`src/rtl/chess_link_pkg.sv`:
```
// Shared types and constants for the inter-board chess link.
//   link_state_e : turn-scheduler states
//   link_word_t  : 8-bit cable word, [7] token, [6] pick, [5:0] square
//   turn_granted : turn rule shared by IDLE entry and REMOTE exit
package chess_link_pkg;

   localparam int unsigned LINK_W       = 8;
   localparam int unsigned LINK_TOK     = 7;
   localparam int unsigned LINK_PICK    = 6;
   localparam int unsigned LINK_POS_MSB = 5;

   typedef logic [LINK_W-1:0] link_word_t;

   typedef enum logic [2:0] {
      IDLE,
      LOCAL,
      HANDOFF,
      REMOTE,
      ERR
   } link_state_e;

   // White owns the turn while both tokens agree, black while they differ.
   function automatic logic turn_granted(input logic white, input logic tx_tog,
                                         input logic rx_tog);
      return white ? (tx_tog == rx_tog) : (tx_tog != rx_tog);
   endfunction

endpackage

```
`src/rtl/chess_link_rx_filter.sv`:
```
// Synchroniser and stability filter for the raw link_in cable word.
//   clk, rst  : clock, async active-low reset
//   link_in   : raw cable word
//   acc_word  : last accepted (stable) word
//   acc_stb   : one-cycle strobe, high in the cycle acc_word takes a new value
module chess_link_rx_filter
   import chess_link_pkg::*;
#(
   parameter int unsigned SYNC_STAGES   = 2,
   parameter int unsigned STABLE_CYCLES = 4
) (
   input  logic       clk,
   input  logic       rst,
   input  link_word_t link_in,
   output link_word_t acc_word,
   output logic       acc_stb
);

   localparam int unsigned CW = $clog2(STABLE_CYCLES + 1);

   logic [SYNC_STAGES-1:0][LINK_W-1:0] sync_q;
   link_word_t                         sync_w;
   link_word_t                         cand_q;
   link_word_t                         acc_q;
   logic [CW-1:0]                      cnt_q;
   logic [CW-1:0]                      cnt_d;
   logic                               vld_q;
   logic                               stb_q;
   logic                               hit;

   assign sync_w   = link_word_t'(sync_q[SYNC_STAGES-1]);
   assign acc_word = acc_q;
   assign acc_stb  = stb_q;

   // Run length of the current candidate; accept the cycle it reaches
   // STABLE_CYCLES, but only if it is the first word or a new value.
   always_comb begin
      cnt_d = CW'(1);
      if (sync_w == cand_q) begin
         cnt_d = (cnt_q == CW'(STABLE_CYCLES)) ? cnt_q : cnt_q + CW'(1);
      end
      hit = (cnt_d == CW'(STABLE_CYCLES)) &&
            ((cnt_q != CW'(STABLE_CYCLES)) || (sync_w != cand_q)) &&
            (!vld_q || (sync_w != acc_q));
   end

   always_ff @(posedge clk or negedge rst) begin
      if (!rst) begin
         sync_q <= '0;
         cand_q <= '0;
         acc_q  <= '0;
         cnt_q  <= '0;
         vld_q  <= 1'b0;
         stb_q  <= 1'b0;
      end else begin
         sync_q <= {sync_q[SYNC_STAGES-2:0], link_in};
         cand_q <= sync_w;
         cnt_q  <= cnt_d;
         stb_q  <= hit;
         if (hit) begin
            acc_q <= sync_w;
            vld_q <= 1'b1;
         end
      end
   end

endmodule

```
`src/rtl/chess_link_ctrl.sv`:
```
// Turn scheduler and link controller for the 8-bit inter-board cable.
//   clk, rst     : 75 MHz clock, async active-low reset
//   set_player   : role (1 = white), sampled on first acceptance in IDLE
//   local_pick, local_pos, local_commit : local move events
//   link_in      : raw cable input (filtered internally)
//   link_out     : cable output, [7] token, [6] pick, [5:0] square
//   my_turn      : local board may move
//   opp_valid, opp_pick, opp_pos : accepted remote payload + update pulse
//   link_err     : sticky protocol error
module chess_link_ctrl
   import chess_link_pkg::*;
#(
   parameter int unsigned SYNC_STAGES   = 2,
   parameter int unsigned STABLE_CYCLES = 4,
   parameter int unsigned SETUP_CYCLES  = 3
) (
   input  logic                  clk,
   input  logic                  rst,
   input  logic                  set_player,
   input  logic                  local_pick,
   input  logic [LINK_POS_MSB:0] local_pos,
   input  logic                  local_commit,
   input  link_word_t            link_in,
   output link_word_t            link_out,
   output logic                  my_turn,
   output logic                  opp_valid,
   output logic                  opp_pick,
   output logic [LINK_POS_MSB:0] opp_pos,
   output logic                  link_err
);

   localparam int unsigned HW = $clog2(SETUP_CYCLES + 1);

   link_word_t            acc_word;
   logic                  acc_stb;
   logic                  rx_tog;
   logic                  rx_chg;

   link_state_e           state_q,    state_d;
   logic                  white_q,    white_d;
   link_word_t            link_q,     link_d;
   logic [HW-1:0]         hcnt_q,     hcnt_d;
   logic                  rx_tog_q;
   logic                  rx_moved_q, rx_moved_d;
   logic                  turn_q,     turn_d;
   logic                  ovld_q,     ovld_d;
   logic                  opick_q,    opick_d;
   logic [LINK_POS_MSB:0] opos_q,     opos_d;
   logic                  err_q,      err_d;

   chess_link_rx_filter #(
      .SYNC_STAGES   (SYNC_STAGES),
      .STABLE_CYCLES (STABLE_CYCLES)
   ) u_rx_filter (
      .clk      (clk),
      .rst      (rst),
      .link_in  (link_in),
      .acc_word (acc_word),
      .acc_stb  (acc_stb)
   );

   assign rx_tog    = acc_word[LINK_TOK];
   assign rx_chg    = rx_tog != rx_tog_q;
   assign link_out  = link_q;
   assign my_turn   = turn_q;
   assign opp_valid = ovld_q;
   assign opp_pick  = opick_q;
   assign opp_pos   = opos_q;
   assign link_err  = err_q;

   // Next-state and next-output logic; an illegal token change wins over commit.
   always_comb begin
      state_d    = state_q;
      white_d    = white_q;
      link_d     = link_q;
      hcnt_d     = hcnt_q;
      rx_moved_d = rx_moved_q;
      ovld_d     = 1'b0;
      opick_d    = opick_q;
      opos_d     = opos_q;

      case (state_q)
         IDLE: begin
            if (acc_stb) begin
               white_d    = set_player;
               rx_moved_d = 1'b0;
               state_d    = turn_granted(set_player, link_q[LINK_TOK], rx_tog) ? LOCAL : REMOTE;
            end
         end
         LOCAL: begin
            if (rx_chg) begin
               state_d = ERR;
            end else begin
               link_d[LINK_PICK:0] = {local_pick, local_pos};
               if (local_commit) begin
                  hcnt_d  = '0;
                  state_d = HANDOFF;
               end
            end
         end
         HANDOFF: begin
            if (rx_chg) begin
               state_d = ERR;
            end else if (hcnt_q == HW'(SETUP_CYCLES - 1)) begin
               link_d[LINK_TOK] = ~link_q[LINK_TOK];
               rx_moved_d       = 1'b0;
               state_d          = REMOTE;
            end else begin
               hcnt_d = hcnt_q + HW'(1);
            end
         end
         REMOTE: begin
            if (rx_chg && rx_moved_q) begin
               state_d = ERR;
            end else begin
               if (rx_chg) begin
                  rx_moved_d = 1'b1;
               end
               if (acc_stb && (acc_word[LINK_PICK:0] != {opick_q, opos_q})) begin
                  opick_d = acc_word[LINK_PICK];
                  opos_d  = acc_word[LINK_POS_MSB:0];
                  ovld_d  = 1'b1;
               end
               if (turn_granted(white_q, link_q[LINK_TOK], rx_tog)) begin
                  state_d = LOCAL;
               end
            end
         end
         ERR: begin
            state_d = ERR;
         end
         default: begin
            state_d = IDLE;
         end
      endcase

      turn_d = (state_d == LOCAL);
      err_d  = (state_d == ERR);
   end

   always_ff @(posedge clk or negedge rst) begin
      if (!rst) begin
         state_q    <= IDLE;
         white_q    <= 1'b0;
         link_q     <= '0;
         hcnt_q     <= '0;
         rx_tog_q   <= 1'b0;
         rx_moved_q <= 1'b0;
         turn_q     <= 1'b0;
         ovld_q     <= 1'b0;
         opick_q    <= 1'b0;
         opos_q     <= '0;
         err_q      <= 1'b0;
      end else begin
         state_q    <= state_d;
         white_q    <= white_d;
         link_q     <= link_d;
         hcnt_q     <= hcnt_d;
         rx_tog_q   <= rx_tog;
         rx_moved_q <= rx_moved_d;
         turn_q     <= turn_d;
         ovld_q     <= ovld_d;
         opick_q    <= opick_d;
         opos_q     <= opos_d;
         err_q      <= err_d;
      end
   end

endmodule
```
`config.mk`:
```
export PLATFORM = sky130hd
export DESIGN_NAME = chess_link_ctrl
export DESIGN_NICKNAME = d
export VERILOG_FILES = /design/src/rtl/chess_link_pkg.sv /design/src/rtl/chess_link_rx_filter.sv /design/src/rtl/chess_link_ctrl.sv
export SDC_FILE = /design/constraint.sdc
export NUM_CORES = 1
export LEC_CHECK = 0
export CAP_MARGIN = 15
export CORE_ASPECT_RATIO = 2
export CORE_MARGIN = 3
export CORE_UTILIZATION = 40
export CTS_CLUSTER_SIZE = 20
export DETAILED_ROUTE_END_ITERATION = 16
export HOLD_SLACK_MARGIN = 0.03
export PLACE_DENSITY_LB_ADDON = 0.08
export SYNTH_ARGS = -nofsm -noshare
export SYNTH_HDL_FRONTEND = slang
export SYNTH_SLANG_ARGS = --single-unit
export TNS_END_PERCENT = 100
```
`constraint.sdc`:
```
create_clock -name clk -period 1.8 [get_ports clk]
set_input_delay 0.54 -clock clk [delete_from_list [all_inputs] [get_ports clk]]
set_output_delay 0.54 -clock clk [all_outputs]
set_load 0.01 [all_outputs]
```
==> results of run 1 <==
## critical path: stages (launching register included)
cell      delay [ns]
dfrtp_1         0.41
inv_2           0.08
ha_4            0.19
nor2b_1         0.10
o2111a_1        0.23
nand4_4         0.12
a31oi_4         0.19
buf_12          0.15
mux2_4          0.30
## path summary, 6_finish.rpt
kind / startpoint / end / slack (ns)
min in group clk: u_rx_filter.sync_q[7] / u_rx_filter.sync_w[7] / 0.34
setup / recovery: u_rx_filter.cnt_q[0] / u_rx_filter.acc_word[4] / -0.09
hold reg to reg: u_rx_filter.sync_q[7] / u_rx_filter.sync_w[7] / 0.34
max in group asynchronous: rst / opp_pos[4] / 1.07
setup reg to reg: u_rx_filter.cnt_q[0] / u_rx_filter.acc_word[4] / -0.09
hold / removal: rst / u_rx_filter.sync_w[3] / 0.15
## cells in the final DEF, fill, tap and decap left out, types with 3 or more instances in the layout
cell type	count
dlygate4sd2_1	7
mux2_4	13
nor2b_1	5
clkdlybuf4s50_1	25
inv_1	3
clkbuf_16	9
xnor2_1	9
o31ai_1	3
nor3_1	3
buf_4	22
nor2_1	6
xor2_1	20
nand2_1	4
mux2_2	11
dlymetal6s2s_1	3
dfrtp_1	63
a21oi_1	4
## report_power, final
| group | switching [mW] | total, mW | internal [mW] |
|---|---|---|---|
| Combinational | 0.0629 | 0.128 | 0.0648 |
| Sequential | 0.0167 | 1.46 | 1.45 |
| Clock | 0.529 | 1.57 | 1.04 |
## metrics by stage
stage / util / instance area, um2 / setup WS [ns] / setup TNS, ns / hold WS, ns
CTS: 0.576 / 3540 / -0.0782 / -0.449 / 0.154
global placement: 0.516 / 3180 / -0.115 / -0.971 / 0.332
floorplan: - / 2580 / -0.0807 / -0.484 / 0.244
finish: 0.580 / 3570 / -0.0853 / -0.474 / 0.151
detailed placement: 0.516 / 3180 / -0.189 / -1.72 / 0.335
global route: 0.580 / 3570 / -0.183 / -1.31 / 0.181
## flip-flops by register name (all words and copies together), names as in the netlist
name	cells
opp_pick	1
u_rx_filter.cand_q	8
my_turn	1
u_rx_filter.cnt_q	3
opp_valid	1
u_rx_filter.acc_word	8
u_rx_filter.acc_stb	1
white_q	1
u_rx_filter.vld_q	1
opp_pos	6
link_out	8
u_rx_filter.sync_w	8
rx_tog_q	1
state_q	3
hcnt_q	2
link_err	1
rx_moved_q	1
u_rx_filter.sync_q	8
## logic make-up (layout without fill, tap and decap cells)
kind of cell             Yosys count  in the layout  synth area share
XOR/XNOR                          30             30             0.105
AND/OR/NAND/NOR                   36             36            0.0944
buffers and inverters             10             78            0.0155
adder cells (fa/ha/maj)            3              3            0.0145
AO/OA/AOI/OAI                     19             19            0.0566
multiplexers                      24             24             0.105
flip-flops                        63             63             0.610
## routing by layer
metal	track usage	vias up	routed length [um]
met5	0	-	0
met4	0.0871	0	123
met3	0.0403	8	155
met2	0.275	27	2990
met1	0.158	804	1790
li1	-	763	-
## layout make-up
class	instances	area, um2
Tap cell	84	105
Sequential cell	63	1580
Timing Repair Buffer	60	559
Inverter	5	18.8
Clock inverter	2	35.0
Clock buffer	11	233
Fill cell	512	2580
Multi-Input combinational cell	112	1040
## timing repair
| action | CTS | global route |
|---|---|---|
| buffers inserted | 5 | 0 |
| resized for setup | 20 | 9 |
| pin swaps | 5 | 3 |
| setup endpoints to repair | 20 | 19 |
==> summary.txt, run 1 <==
Routing
  • Vias per inst: approximately 4.8
  • ANT nets after route: 0
  • Remaining routing DRC violations: 0
  • Total wire length: roughly 5100 um
  • Iter 0 DRT Violations: 70
  • Via count: about 1,600
  • Drt first pass iters: 4
  • Wire per inst: ~15 um

Synthesis
  • Top post-synthesis cells by area: dfrtp_1 61%, mux2_2 9.6%, xor2_1 6.8%
  • Async set-reset flop share out of synthesis: 1.00
  • Cells after Synth: between 150 and 200
  • Post-synthesis cell area: 0.00258 mm2
  • Register area share after synthesis: 0.610
  • Yosys reg bits: between 60 and 70
  • Syn avg cell area: 14.0 um2
  • Count leader, synth: dfrtp_1
  • Post-synth EDFFs: 0
  • Yosys warning total: 0
  • Synth top area share: 0.610
  • Ys flop type: dfrtp_1
  • Synth cell count leaders: 63 x dfrtp_1, 22 x mux2_2, 20 x xor2_1
  • Mapped Nets: approximately 210
  • Library cells used by synthesis: 40
  • Dominant cell type by area after synthesis: dfrtp_1

Die
  • Core area: 0.00616 mm2
  • I/O pin cnt: 37
  • Initial core utilization: 0.420
  • Die X: about 63 um
  • Height of the chip: roughly 120 um
  • Site row count: 40
  • DIE AREA: about 0.0075 mm2

Clocking
  • Clock Pin Slew Worst Setup and Hold Paths: around 0.05 ns
  • CTS Hold Bufs: 0
  • TritonCTS clock tree: done
  • Clk sink count: 63
  • CTS root buf: clkbuf_16
  • Cts bufs inserted: 9
  • Latest clock arrival within the worst-skew pair: ~0.32 ns
  • CTS max path bufs: 2
  • H-tree depth: 3

Timing
  • Final Max Slew Viols: 0
  • Post-layout min period: 1.89 ns
  • RSZ-0062 raised after global routing: yes
  • Rel. slew slack: 0.693
  • # setup viols final: 7
  • Max frequency: about 530 MHz
  • Final Cycle Share: 1.05
  • Final worst slack: -0.0853 ns
  • Final number of hold-violating endpoints: 0
  • Worst-Margin Slew: ~0.45 ns
  • Clock skew after layout: between 0.005 and 0.006 ns

Flow run
  • Max Cap Violations: 0

Power
  • Maximum VDD drop: 0.578 mV
  • Lkg Pwr: roughly 1.8 nW
  • Total chip power: about 3.2 mW
  • Pwr per Cell Area: between 800 and 900 mW/mm2

Critical path
  • Arr. time, crit path: between 2 and 2.5 ns
  • CP Data Required Time: 2.00 ns
  • Crit path max fanout: 6
  • Crit. End Element: register
  • R2r worst-path depth: 8
  • Startpoint Class: register
  • Critical path class: reg2reg

Global routing
  • Initial antenna violation count: 0
  • All-layer global routing usage: 0.153
  • Largest net degree at the start of global routing: 47
  • Vias in the first global route: 1,827
  • Gr ovfl total: 0
  • First-pass GRT wire length: a little under 9000 um

Place
  • RD Place Congestion: 0.833
  • Placed cell count: roughly 320
  • DP HPWL: 3650 um
  • IO Port Bufs: 36

Cells and area
  • Number of diodes: 0
  • Layout cells sized above 1: 0.285
  • Final cell count without fillers: about 340
  • Area Growth Syn to Fin: 38.2%
  • Layout Nets: about 270

Outcome
  • Failing checks: negative setup slack
  • Run status: complete, but fails checks

Min path
  • HP Class: in2async
No activity file was read; power rests on OpenSTA's default activity.
==> inputs of run 2 (changes only) <==
--- a/config.mk
+++ b/config.mk
@@ -5,7 +5,7 @@
 export SDC_FILE = /design/constraint.sdc
 export NUM_CORES = 1
 export LEC_CHECK = 0
-export CAP_MARGIN = 15
+export CAP_MARGIN = 10
 export CORE_ASPECT_RATIO = 2
 export CORE_MARGIN = 3
 export CORE_UTILIZATION = 40
==> results of run 2 <==
The final DEF is identical to that of run 1; final timing and power are the same.
